File: config.mk
export PLATFORM = sky130hd
export DESIGN_NAME = read_word_uart_tx
export DESIGN_NICKNAME = d
export VERILOG_FILES = /design/src/rtl/read_word_uart_tx.sv
export SDC_FILE = /design/constraint.sdc
export NUM_CORES = 1
export LEC_CHECK = 0
export ABC_AREA = 1
export CAP_MARGIN = 10
export CORE_MARGIN = 2
export CORE_UTILIZATION = 50
export CTS_BUF_LIST = sky130_fd_sc_hd__clkbuf_8
export CTS_CLUSTER_DIAMETER = 50
export CTS_CLUSTER_SIZE = 8
export DETAILED_ROUTE_END_ITERATION = 6
export PLACE_DENSITY = 0.73
export SETUP_SLACK_MARGIN = 0.15
export SLEW_MARGIN = 20
export SYNTH_ARGS = -nofsm -noshare
export SYNTH_HDL_FRONTEND = slang
export SYNTH_SLANG_ARGS = --single-unit
export TNS_END_PERCENT = 10
File: constraint.sdc
create_clock -name sys_clk -period 5 [get_ports sys_clk]
set_clock_uncertainty 0.2 [all_clocks]
set_input_delay 1 -clock sys_clk [delete_from_list [all_inputs] [get_ports sys_clk]]
set_output_delay 1 -clock sys_clk [all_outputs]
set_load 0.02 [all_outputs]
File: src/rtl/read_word_uart_tx.sv
// read_word_uart_tx: buffers 16-bit PSRAM read words in a small FIFO and
// serializes each one as two 8N1 UART bytes, high byte first.
module read_word_uart_tx #(
  parameter int CLK_FREQ     = 27_000_000,
  parameter int BAUD         = 115200,
  parameter int CLKS_PER_BIT = CLK_FREQ / BAUD,
  parameter int FIFO_DEPTH   = 4
) (
  input  logic        sys_clk,
  input  logic        sys_rst_n,
  input  logic [15:0] read,
  input  logic        read_valid,
  output logic        read_ready,
  output logic        uart_tx,
  output logic        tx_busy,
  output logic        overflow
);

  localparam int AW  = $clog2(FIFO_DEPTH);
  localparam int BCW = $clog2(CLKS_PER_BIT);
  localparam logic [BCW-1:0] BAUD_LAST = BCW'(CLKS_PER_BIT - 1);
  localparam logic [BCW-1:0] BAUD_ONE  = BCW'(1);
  localparam logic [AW:0]    PTR_ONE   = (AW + 1)'(1);

  typedef enum logic [1:0] {
    S_IDLE,
    S_START,
    S_DATA,
    S_STOP
  } state_t;

  logic        rst_meta_q;
  logic        rst_sync_q;
  logic        rst_n;

  logic [15:0] mem_q [FIFO_DEPTH];
  logic [AW:0] wr_ptr_q, wr_ptr_d;
  logic [AW:0] rd_ptr_q, rd_ptr_d;
  logic        fifo_empty;
  logic        fifo_full;
  logic        push;
  logic        pop;

  state_t          state_q, state_d;
  logic [15:0]     word_q, word_d;
  logic            byte_sel_q, byte_sel_d;
  logic [2:0]      bit_idx_q, bit_idx_d;
  logic [BCW-1:0]  baud_cnt_q, baud_cnt_d;
  logic            uart_tx_q, uart_tx_d;
  logic            overflow_q, overflow_d;
  logic [7:0]      cur_byte;
  logic [2:0]      next_bit_idx;

  // Reset synchronizer: assertion takes effect at once, release is aligned to sys_clk.
  always_ff @(posedge sys_clk or negedge sys_rst_n) begin
    if (!sys_rst_n) begin
      rst_meta_q <= 1'b0;
      rst_sync_q <= 1'b0;
    end else begin
      rst_meta_q <= 1'b1;
      rst_sync_q <= rst_meta_q;
    end
  end

  assign rst_n = rst_sync_q;

  // The extra pointer MSB tells a full FIFO apart from an empty one.
  assign fifo_empty = (wr_ptr_q == rd_ptr_q);
  assign fifo_full  = (wr_ptr_q[AW] != rd_ptr_q[AW]) &&
                      (wr_ptr_q[AW-1:0] == rd_ptr_q[AW-1:0]);
  assign push       = read_valid && !fifo_full;
  assign read_ready = !fifo_full;
  assign tx_busy    = (state_q != S_IDLE) || !fifo_empty;
  assign uart_tx    = uart_tx_q;
  assign overflow   = overflow_q;

  // Word storage; contents need no reset since the pointers gate every read.
  always_ff @(posedge sys_clk) begin
    if (push) begin
      mem_q[wr_ptr_q[AW-1:0]] <= read;
    end
  end

  // Pointer advance and drop detection; full is judged before any same-cycle pop.
  always_comb begin
    wr_ptr_d   = wr_ptr_q;
    rd_ptr_d   = rd_ptr_q;
    overflow_d = read_valid && fifo_full;
    if (push) begin
      wr_ptr_d = wr_ptr_q + PTR_ONE;
    end
    if (pop) begin
      rd_ptr_d = rd_ptr_q + PTR_ONE;
    end
  end

  // Transmit sequencer: IDLE pops a word, then START/DATA/STOP run twice (high, low byte).
  always_comb begin
    state_d      = state_q;
    word_d       = word_q;
    byte_sel_d   = byte_sel_q;
    bit_idx_d    = bit_idx_q;
    baud_cnt_d   = baud_cnt_q;
    uart_tx_d    = uart_tx_q;
    pop          = 1'b0;
    cur_byte     = byte_sel_q ? word_q[15:8] : word_q[7:0];
    next_bit_idx = bit_idx_q + 3'd1;

    case (state_q)
      S_IDLE: begin
        uart_tx_d = 1'b1;
        if (!fifo_empty) begin
          pop        = 1'b1;
          word_d     = mem_q[rd_ptr_q[AW-1:0]];
          byte_sel_d = 1'b1;
          state_d    = S_START;
          uart_tx_d  = 1'b0;
          baud_cnt_d = BAUD_LAST;
        end
      end
      S_START: begin
        if (baud_cnt_q == '0) begin
          state_d    = S_DATA;
          bit_idx_d  = 3'd0;
          uart_tx_d  = cur_byte[0];
          baud_cnt_d = BAUD_LAST;
        end else begin
          baud_cnt_d = baud_cnt_q - BAUD_ONE;
        end
      end
      S_DATA: begin
        if (baud_cnt_q == '0) begin
          baud_cnt_d = BAUD_LAST;
          if (bit_idx_q == 3'd7) begin
            state_d   = S_STOP;
            uart_tx_d = 1'b1;
          end else begin
            bit_idx_d = next_bit_idx;
            uart_tx_d = cur_byte[next_bit_idx];
          end
        end else begin
          baud_cnt_d = baud_cnt_q - BAUD_ONE;
        end
      end
      S_STOP: begin
        if (baud_cnt_q == '0) begin
          baud_cnt_d = BAUD_LAST;
          if (byte_sel_q) begin
            byte_sel_d = 1'b0;
            state_d    = S_START;
            uart_tx_d  = 1'b0;
          end else begin
            state_d   = S_IDLE;
            uart_tx_d = 1'b1;
          end
        end else begin
          baud_cnt_d = baud_cnt_q - BAUD_ONE;
        end
      end
      default: begin
        state_d   = S_IDLE;
        uart_tx_d = 1'b1;
      end
    endcase
  end

  // State register; reset idles the line high and empties the FIFO.
  always_ff @(posedge sys_clk or negedge rst_n) begin
    if (!rst_n) begin
      wr_ptr_q   <= '0;
      rd_ptr_q   <= '0;
      state_q    <= S_IDLE;
      word_q     <= '0;
      byte_sel_q <= 1'b0;
      bit_idx_q  <= 3'd0;
      baud_cnt_q <= '0;
      uart_tx_q  <= 1'b1;
      overflow_q <= 1'b0;
    end else begin
      wr_ptr_q   <= wr_ptr_d;
      rd_ptr_q   <= rd_ptr_d;
      state_q    <= state_d;
      word_q     <= word_d;
      byte_sel_q <= byte_sel_d;
      bit_idx_q  <= bit_idx_d;
      baud_cnt_q <= baud_cnt_d;
      uart_tx_q  <= uart_tx_d;
      overflow_q <= overflow_d;
    end
  end

endmodule

==> flow_metrics.env <==
export IMPL_drt_wl_total_um=7540
export IMPL_synth_seq_cells=104
export IMPL_ant_nets=0
export IMPL_cp_slowest_stage_delay_ns=0.68
export IMPL_irDropWorstVdd_mv=0.265
export IMPL_power_frac_comb=0.124
export IMPL_cts_buffers=9
export IMPL_synth_top_cells_by_count="edfxtp_1 (64), nor2_1 (63), nand2_1 (48)"
export IMPL_cts_hold_buf=0
export IMPL_max_cap_viol_count=0
export IMPL_drt_iter0_markers=128
export IMPL_cts_tree="done"
export IMPL_synth_area_leaders="edfxtp_1 (42%), dfrtp_1 (22%), nor2_1 (5.2%), nand2_1 (4.0%), ha_1 (3.9%)"
export IMPL_ctsResizeCount=0
export IMPL_core_mm2=0.00876
export IMPL_root_buffer="clkbuf_8"
export IMPL_p_seq_frac=0.584
export IMPL_pwr_share_clk=0.293
export IMPL_synth_edf_count=64
export IMPL_power_leakage_nw=2.01
export IMPL_critPathRequiredTime_ns=3.80
export IMPL_gp_congestion=0.816
export IMPL_outcome="completed"
export IMPL_antenna_cells=0
export IMPL_finalPower_mw=1.84
export IMPL_arrival_ns=2.40
export IMPL_finish_utilization=0.578
export IMPL_powerDensity_mw_per_mm2=364
export IMPL_drv_slew=0
export IMPL_crit_chain="buf_4 > xor2_2 > nor2_2 > nand3_1 > clkdlybuf4s50_1"
export IMPL_switchingPower_mw=0.479
export IMPL_post_dp_hpwl_um=5020
export IMPL_relSlewSlack=0.342
export IMPL_yosys_area_top_type="edfxtp_1"
export IMPL_start_kind="flip-flop"
export IMPL_grt_pass1_vias=2726
export IMPL_power_internal_mw=1.37
export IMPL_remaining_drc_errors=0
export IMPL_cts_setup_buffers=0
export IMPL_postSynth_asyncResetShare=0.385
export IMPL_fin_ws_ns=1.40
export IMPL_worst_setup_path_type="flip-flop to primary output"
export IMPL_max_slew_worst_pin_slew_ns=0.986
export IMPL_cts_buffer_depth=2
export IMPL_slowest_stage="clkdlybuf4s50_1"
export IMPL_nets=443
export IMPL_htree_levels=3
export IMPL_synth_top_area_share=0.424
export IMPL_rsz0062_at_grt="false"
export IMPL_layout_worst_path_cycle_share=0.721
export IMPL_first_pass_iters=5
export IMPL_seq_area_frac_synth=0.645
export IMPL_yosysWarnings=0
export IMPL_chipWidth_um=99.2
export IMPL_clock_latency_ns=0.36
export IMPL_drive_above_1_share=0.111
export IMPL_rows=34
export IMPL_syn_num_nets=417
export IMPL_vias_per_cell=5.31
export IMPL_setup_tns_final_ns=0
export IMPL_finalSetupViolCount=0
export IMPL_synth_most_common_cell="edfxtp_1"
export IMPL_clk_pin_slew_worst_paths_ns=0.11
export IMPL_hold_viol_final=0
export IMPL_critPathBufInv=2
export IMPL_dieArea_mm2=0.00985
export IMPL_ys_flop_type="edfxtp_1"
export IMPL_cp_top_family="buffers and inverters"
export IMPL_synth_cells=384
export IMPL_grt_overflow=0
export IMPL_start_util=0.518
export IMPL_min_path_type="flip-flop to asynchronous set/reset pin"
export IMPL_min_period_ns=3.60
export IMPL_clock_sinks=104
export IMPL_cp_end_kind="primary output"
export IMPL_io_buffers=22
export IMPL_path_max_fanout=35
export IMPL_fp_dieH_um=99.2
export IMPL_grt_pass1_wl_um=12700
export IMPL_dp_slack_ns=1.79
export IMPL_syn_cell_area_mm2=0.00454
export IMPL_wl_per_cell_um=14.4
export IMPL_area_growth_pct=11.7
export IMPL_syn_area_per_cell_um2=11.8
export IMPL_grt_max_degree=39
export IMPL_antenna_found_initial=0
export IMPL_pin_count=23
export IMPL_max_freq_mhz=277
export IMPL_ys_types=32
export IMPL_swShare=0.260
export IMPL_track_usage=0.165
export IMPL_vias=2778
## worst paths after layout
check / slack [ns] / from / to / cells past startpoint
worst max-delay path: 1.40 / rd_ptr_q[1] / tx_busy / 5
worst min-delay path: 0.09 / rst_n / baud_cnt_q[1] / 1
worst max register to register: 2.50 / rd_ptr_q[0] / word_q[5] / 5
worst min register to register: 0.09 / rst_n / baud_cnt_q[1] / 1
max in group asynchronous: 3.91 / sys_rst_n / rst_n / 1
min in group sys_clk: 0.16 / rst_meta_q / rst_n / 0
## per-stage QoR
step                hold slack, ns  instances  instance area [um2]
floorplan                    0.131        384                 4540
global placement             0.103        507                 4850
detailed placement           0.103        507                 4850
CTS                          0.116        523                 5070
global route                 0.165        523                 5070
finish                      0.0865        523                 5070
## layer usage
layer | track usage | share of wire | vias up
li1 | - | - | 1376
met1 | 0.207 | 0.45 | 1354
met2 | 0.271 | 0.50 | 40
met3 | 0.0492 | 0.035 | 8
met4 | 0.0611 | 0.014 | 0
met5 | 0 | 0 | -
## power groups by stage
stage / Sequential (mW) / Combinational [mW] / Clock, mW
2_1_floorplan: 1.10 / 0.137 / 0
3_3_place_gp: 1.09 / 0.229 / 0
3_5_place_dp: 1.10 / 0.232 / 0
4_1_cts: 1.08 / 0.234 / 0.554
5_1_grt: 1.09 / 0.258 / 0.588
6_report: 1.08 / 0.228 / 0.540
## state kept, by name (all words and copies together) (netlist names)
register,cells
baud_cnt_q,8
word_q,16
mem_q,64
overflow,1
rst_n,1
rst_meta_q,1
wr_ptr_q,3
byte_sel_q,1
rd_ptr_q,3
uart_tx,1
bit_idx_q,3
state_q,2
## cell usage in the layout, fill, tap and decap left out, drive strengths merged, types with 2 or more instances in the layout
master,synthesis,final
ha,14,14
mux2,17,17
dfrtp,39,39
o21ai,30,30
nor2,64,64
a21oi,6,6
nand3,23,23
o32ai,16,16
xnor2,2,2
xor2,6,6
clkbuf,5,9
clkdlybuf4s50,0,22
nand2,51,51
edfxtp,64,64
inv,28,32
clkinv,1,2
nor3,2,2
buf,9,7
## cell families after synthesis
kind of cell,after synthesis,share of synthesized area
and+or+nand+nor,142,0.129
adders and majority gates,14,0.0386
xor gates and xnor gates,8,0.0188
other,1,0.000827
muxes,17,0.0488
AOI/OAI and AO/OA,55,0.0753
buffers and inverters,43,0.0439
DFF,104,0.645
## final cells by class
cell class                      instances  area (um2)
Sequential cell                       104        2920
Clock inverter                          7        88.8
Tap cell                              108         135
Timing Repair Buffer                   29         273
Multi-Input combinational cell        237        1410
Fill cell                             723        3700
Inverter                               29         109
Clock buffer                            9         124
Note: power is estimated with default switching activity, not from simulation.
